### src/rtl/eight_mem_pkg.sv
// rtl/eight_mem_pkg.sv - shared address map and state encoding for the eight-bank coefficient memory
package eight_mem_pkg;

  localparam int ADDR_WIDTH       = 12;
  localparam int ADDR_WIDTH_8_MEM = 15;
  localparam int DATA_WIDTH       = 32;
  localparam int LEN_WIDTH        = 16;

  localparam int NUM_BANKS = 8;
  localparam int BANK_BITS = 3;
  localparam int BANK_MSB  = 14;
  localparam int BANK_LSB  = 12;

  typedef enum logic [1:0] {
    IDLE = 2'd0,
    LOAD = 2'd1,
    DONE = 2'd2
  } state_e;

endpackage

### src/rtl/eight_mem_bank_dec.sv
// rtl/eight_mem_bank_dec.sv - 3-to-8 one-hot bank select decoder with enable
module eight_mem_bank_dec
  import eight_mem_pkg::*;
(
  input  logic                 en_i,
  input  logic [BANK_BITS-1:0] sel_i,
  output logic [NUM_BANKS-1:0] onehot_o
);

  always_comb begin
    onehot_o = '0;
    if (en_i) begin
      onehot_o[sel_i] = 1'b1;
    end
  end

endmodule

### src/rtl/eight_mem_cof_loader.sv
// rtl/eight_mem_cof_loader.sv - streams coefficient words into consecutive global addresses of the eight-bank memory
module eight_mem_cof_loader
  import eight_mem_pkg::*;
(
  input  logic                        clk,
  input  logic                        rst_n,
  input  logic                        start,
  input  logic [ADDR_WIDTH_8_MEM-1:0] base_addr,
  input  logic [LEN_WIDTH-1:0]        length,
  input  logic                        s_valid,
  input  logic [DATA_WIDTH-1:0]       s_data,
  output logic                        s_ready,
  output logic                        cen_0,
  output logic                        cen_1,
  output logic                        cen_2,
  output logic                        cen_3,
  output logic                        cen_4,
  output logic                        cen_5,
  output logic                        cen_6,
  output logic                        cen_7,
  output logic                        wen,
  output logic [ADDR_WIDTH-1:0]       addr_8_mem_out,
  output logic [DATA_WIDTH-1:0]       data_8_mem_out,
  output logic                        busy,
  output logic                        done,
  output logic                        wrapped
);

  state_e                      state_q, state_d;
  logic [ADDR_WIDTH_8_MEM-1:0] addr_q, addr_d;
  logic [LEN_WIDTH-1:0]        rem_q, rem_d;
  logic                        wrapped_q, wrapped_d;
  logic                        busy_q, busy_d;
  logic                        done_q, done_d;
  logic                        wen_q, wen_d;
  logic [NUM_BANKS-1:0]        cen_q, cen_d;
  logic [ADDR_WIDTH-1:0]       waddr_q, waddr_d;
  logic [DATA_WIDTH-1:0]       wdata_q, wdata_d;
  logic [ADDR_WIDTH_8_MEM:0]   addr_inc;
  logic                        accept;

  assign s_ready  = (state_q == LOAD) && (rem_q != '0);
  assign accept   = s_valid && s_ready;
  assign addr_inc = {1'b0, addr_q} + {{ADDR_WIDTH_8_MEM{1'b0}}, 1'b1};

  // The bank is decoded from the address being written this beat, then registered with it.
  eight_mem_bank_dec u_bank_dec (
    .en_i     (accept),
    .sel_i    (addr_q[BANK_MSB:BANK_LSB]),
    .onehot_o (cen_d)
  );

  always_comb begin
    state_d   = state_q;
    addr_d    = addr_q;
    rem_d     = rem_q;
    wrapped_d = wrapped_q;
    busy_d    = busy_q;
    done_d    = 1'b0;
    wen_d     = 1'b0;
    waddr_d   = waddr_q;
    wdata_d   = wdata_q;
    case (state_q)
      IDLE: begin
        if (start) begin
          addr_d    = base_addr;
          rem_d     = length;
          wrapped_d = 1'b0;
          busy_d    = 1'b1;
          if (length == '0) begin
            state_d = DONE;
            done_d  = 1'b1;
          end else begin
            state_d = LOAD;
          end
        end
      end
      LOAD: begin
        if (accept) begin
          wen_d   = 1'b1;
          waddr_d = addr_q[ADDR_WIDTH-1:0];
          wdata_d = s_data;
          addr_d  = addr_inc[ADDR_WIDTH_8_MEM-1:0];
          rem_d   = rem_q - LEN_WIDTH'(1);
          if (addr_inc[ADDR_WIDTH_8_MEM]) begin
            wrapped_d = 1'b1;
          end
          if (rem_q == LEN_WIDTH'(1)) begin
            state_d = DONE;
            done_d  = 1'b1;
          end
        end
      end
      DONE: begin
        state_d = IDLE;
        busy_d  = 1'b0;
      end
      default: begin
        state_d = IDLE;
        busy_d  = 1'b0;
      end
    endcase
  end

  always_ff @(posedge clk or negedge rst_n) begin
    if (!rst_n) begin
      state_q   <= IDLE;
      addr_q    <= '0;
      rem_q     <= '0;
      wrapped_q <= 1'b0;
      busy_q    <= 1'b0;
      done_q    <= 1'b0;
      wen_q     <= 1'b0;
      cen_q     <= '0;
      waddr_q   <= '0;
      wdata_q   <= '0;
    end else begin
      state_q   <= state_d;
      addr_q    <= addr_d;
      rem_q     <= rem_d;
      wrapped_q <= wrapped_d;
      busy_q    <= busy_d;
      done_q    <= done_d;
      wen_q     <= wen_d;
      cen_q     <= cen_d;
      waddr_q   <= waddr_d;
      wdata_q   <= wdata_d;
    end
  end

  assign cen_0          = cen_q[0];
  assign cen_1          = cen_q[1];
  assign cen_2          = cen_q[2];
  assign cen_3          = cen_q[3];
  assign cen_4          = cen_q[4];
  assign cen_5          = cen_q[5];
  assign cen_6          = cen_q[6];
  assign cen_7          = cen_q[7];
  assign wen            = wen_q;
  assign addr_8_mem_out = waddr_q;
  assign data_8_mem_out = wdata_q;
  assign busy           = busy_q;
  assign done           = done_q;
  assign wrapped        = wrapped_q;

endmodule

### config.mk
export PLATFORM = sky130hd
export DESIGN_NAME = eight_mem_cof_loader
export DESIGN_NICKNAME = d
export VERILOG_FILES = /design/src/rtl/eight_mem_pkg.sv /design/src/rtl/eight_mem_bank_dec.sv /design/src/rtl/eight_mem_cof_loader.sv
export SDC_FILE = /design/constraint.sdc
export NUM_CORES = 1
export LEC_CHECK = 0
export CAP_MARGIN = 20
export CORE_MARGIN = 2
export CORE_UTILIZATION = 35
export CTS_CLUSTER_DIAMETER = 40
export DETAILED_ROUTE_END_ITERATION = 7
export MAX_ROUTING_LAYER = met4
export SLEW_MARGIN = 20
export SYNTH_ARGS = -nofsm -noshare
export SYNTH_HDL_FRONTEND = slang
export SYNTH_HIERARCHICAL = 1
export SYNTH_SLANG_ARGS = --single-unit
### constraint.sdc
create_clock -name clk -period 3.6 [get_ports clk]
set_input_delay 0.72 -clock clk [delete_from_list [all_inputs] [get_ports clk]]
set_output_delay 0.72 -clock clk [all_outputs]
set_load 0.02 [all_outputs]
==> impl_table.tex <==
\begin{tabular}{lr}
\hline
Metric & Value \\
\hline
\multicolumn{2}{l}{\textbf{Run status}} \\
\quad Outcome & finished clean \\
\multicolumn{2}{l}{\textbf{GRT}} \\
\quad Maximum number of pins on one net before global-route repair & 49 \\
\quad Initial antenna violation count & 0 \\
\quad Via count of the first global-routing pass & 3646 \\
\quad Sum of overflow across all layers after global routing & 0 \\
\quad Global-route usage over all layers & 0.1859 \\
\quad First-pass GRT wire length & 18920 µm \\
\multicolumn{2}{l}{\textbf{Flow run}} \\
\quad \# Max-Cap Violations & 0 \\
\multicolumn{2}{l}{\textbf{Layout}} \\
\quad Leading cell type in the layout, fill and taps excluded & nand2\_1 \\
\quad Commonest non-fill, non-tap cells in the layout & nand2\_1 (162), clkdlybuf4s50\_1 (122), dfrtp\_1 (89), a21oi\_1 (29), o21ai\_0 (25) \\
\quad N\_diodes & 0 \\
\quad Post-layout instance area & 5921 µm² \\
\quad Filler Cells Inserted & 1170 \\
\quad Layout-stage area growth over the synthesis result & 39.42\% \\
\quad Proportion of layout cells with a drive suffix above 1 & 0.08968 \\
\quad Count of placed standard cells in the final layout, fillers left out & 738 \\
\quad Post-layout nets & 657 \\
\quad Final core occ & 0.4971 \\
\multicolumn{2}{l}{\textbf{Floorplanning}} \\
\quad Total die area & 13030 µm² \\
\quad Floorplan row count & 40 \\
\quad X dimension of the die & 114.2 µm \\
\quad Die height & 114.2 µm \\
\quad Initial Util & 0.3565 \\
\quad Boundary Pins & 124 \\
\quad Area inside the core boundary & 11910 µm² \\
\multicolumn{2}{l}{\textbf{Logic synthesis}} \\
\quad Post-Syn Nets & 542 \\
\quad Mapped Cells & 471 \\
\quad Cell area after synthesis & 4247 µm² \\
\quad Synth warn & 6 \\
\quad EDFF count, synth & 0 \\
\quad Most used flip-flop cell after synthesis & dfrtp\_1 \\
\quad Register bit total from synthesis & 89 \\
\quad Average instance area after synthesis & 9.016 µm² \\
\quad Sequential fraction of the synthesis area & 0.5245 \\
\quad FFs w/ async S/R, synth & 1.000 \\
\quad Yosys cell types & 57 \\
\multicolumn{2}{l}{\textbf{Worst setup path}} \\
\quad Kind of end point of the critical path & output pin \\
\quad Arrival @ worst endpoint & 2.33 ns \\
\quad Crit Path Class & flop to output pin \\
\quad Data required, critical path & 2.88 ns \\
\quad Worst setup SP type & flop \\
\quad Maximum fanout along the worst path & 7 \\
\multicolumn{2}{l}{\textbf{CTS}} \\
\quad Clock-pin slew on the worst setup and hold paths & 0.06 ns \\
\quad Number of H-tree levels & 3 \\
\quad Inserted Clock Buffers & 9 \\
\quad Number of hold buffers added after cts & 0 \\
\quad Clock Path Buffers & 2 \\
\quad Clock latency on the worst-skew pair & 0.33 ns \\
\quad Number of clock sinks & 89 \\
\quad Buffer cell driving the clock tree root & clkbuf\_16 \\
\quad Post\_cts resized & 0 \\
\quad Buffer count from post-CTS setup fixing & 0 \\
\quad Clock tree from TritonCTS & done \\
\multicolumn{2}{l}{\textbf{Timing}} \\
\quad Worst slew margin relative to its limit & 0.4038 \\
\quad Final Setup Violations & 0 \\
\quad Min Hold Slack & 0.3141 ns \\
\quad Final hold vios & 0 \\
\quad Tmin final & 3.053 ns \\
\quad Maximum operating frequency & 0.3276 GHz \\
\quad Share of the clock period used by the worst path after layout & 0.8480 \\
\quad Total count of max-transition violations in the final report & 0 \\
\quad Tightest Pin Transition & 0.8943 ns \\
\quad Unrepaired setup endpoints after global routing & no \\
\quad Setup TNS after final layout & 0 ns \\
\quad Fin Clk Skew & 0.005327 ns \\
\multicolumn{2}{l}{\textbf{Place}} \\
\quad IO Port Bufs & 123 \\
\quad Placer congestion estimate & 0.8406 \\
\quad Placed inst area & 5590 µm² \\
\quad Placed instance count & 722 \\
\quad HPWL reported at the end of detailed placement & 7919 µm \\
\multicolumn{2}{l}{\textbf{Detailed routing}} \\
\quad Total via count after detailed routing & 3809 \\
\quad Final wirelength & 11290 µm \\
\quad Total DRC errors in the routed layout & 0 \\
\quad First-pass detailed-route iteration total & 5 \\
\quad Antenna violation net count after detailed routing & 0 \\
\quad Wire length per cell & 15.29 µm \\
\quad Via density & 5.161 \\
\quad Detailed Route Iter0 Violations & 264 \\
\multicolumn{2}{l}{\textbf{Power}} \\
\quad Leakage power & 0.002655 µW \\
\quad Worst IR drop on VDD & 0.2355 mV \\
\quad Power per Cell Area & 643.8 nW/µm² \\
\multicolumn{2}{l}{\textbf{Min path}} \\
\quad Tightest Hold Check Type & primary input to async pin \\
\hline
\end{tabular}
==> Yosys cell counts, types with 3 or more instances <==
cell       number  area share
o21ai_0        25       0.029
a22oi_1         3      0.0053
nand2b_1        4      0.0059
nand2_1       162        0.14
o21a_1          3      0.0053
o22ai_1         9       0.013
dfrtp_1        89        0.52
a31oi_1         3      0.0044
and3_1          7       0.010
buf_2           7      0.0082
a2bb2oi_1       3      0.0062
clkbuf_1       14       0.012
o21ai_1         3      0.0035
inv_1           4      0.0035
nand4_1         6      0.0088
buf_4           4      0.0071
a21oi_1        29       0.034
and2_1          4      0.0059
nor3_1          3      0.0035
nand3_1        11       0.013
a21oi_2        10       0.021
ha_1            4       0.012
nor2_1         13       0.011
nor4_1          8       0.012
==> stage by stage <==
stage	setup slack (ns)	power (µW)
after floorplan	1.418	2272
after global placement	0.9363	2765
after detailed placement	0.9418	2804
after CTS	0.5549	3846
after global routing	0.4535	4078
final	0.5471	3812
==> cell families (layout without fill, tap and decap cells) <==
family,Yosys count,in the layout,share of synthesized area
AOI/OAI and AO/OA,104,104,0.1576
DFF,89,89,0.5245
and+or+nand+nor,242,242,0.2690
buffers and inverters,31,151,0.03476
muxes,1,1,0.002357
adders and majority gates,4,4,0.01179
==> final timing paths <==
| kind | start | endpoint | slack, ns | cells past startpoint |
|---|---|---|---|---|
| setup / recovery | rem_q[3]$_DFFE_PN0P_ | s_ready | 0.55 | 4 |
| hold / removal | rst_n | data_8_mem_out[20]$_DFFE_PN0P_ | 0.31 | 1 |
| setup reg to reg | rem_q[0]$_DFFE_PN0P_ | rem_q[10]$_DFFE_PN0P_ | 1.25 | 7 |
| min in group clk | data_8_mem_out[20]$_DFFE_PN0P_ | data_8_mem_out[20]$_DFFE_PN0P_ | 0.47 | 2 |
| hold reg to reg | data_8_mem_out[20]$_DFFE_PN0P_ | data_8_mem_out[20]$_DFFE_PN0P_ | 0.47 | 2 |
| max in group asynchronous | rst_n | addr_q[4]$_DFFE_PN0P_ | 2.52 | 2 |
==> metal layers <==
metal | part of all wire | GRT usage | vias up
met2 | 0.45 | 0.2833 | 148
met4 | 0.0096 | 0.05366 | 0
met1 | 0.48 | 0.2605 | 1785
met3 | 0.061 | 0.02594 | 9
met5 | 0 | - | -
li1 | - | - | 1867
==> critical path, stage by stage (launching register included) <==
cell             delay [ns]
dfrtp_1                0.45
nor4_1                 0.48
nand4_2                0.30
and2_1                 0.23
clkdlybuf4s50_1        0.53
==> flip-flops by register name, summed over array words and instances, names as in the netlist <==
register        flops
state_q             2
cen_q               8
wen                 1
rem_q              16
done                1
wrapped             1
busy                1
addr_q             15
data_8_mem_out     32
addr_8_mem_out     12
==> layout make-up <==
class	count	area, µm²	area share
Clock buffer	11	252.7	0.04269
Clock inverter	5	77.57	0.01310
Inverter	5	18.77	0.003170
Multi-Input combinational cell	351	1879	0.3174
Sequential cell	89	2227	0.3762
Tap cell	147	183.9	0.03107
Timing Repair Buffer	130	1281	0.2164
==> power by group <==
group | switching (µW) | internal (µW) | total, µW
Combinational | 628 | 573 | 1200
Sequential | 307 | 1280 | 1590
Clock | 382 | 643 | 1030
Total | 1320 | 2490 | 3810
(Power assumes the default switching activity.)
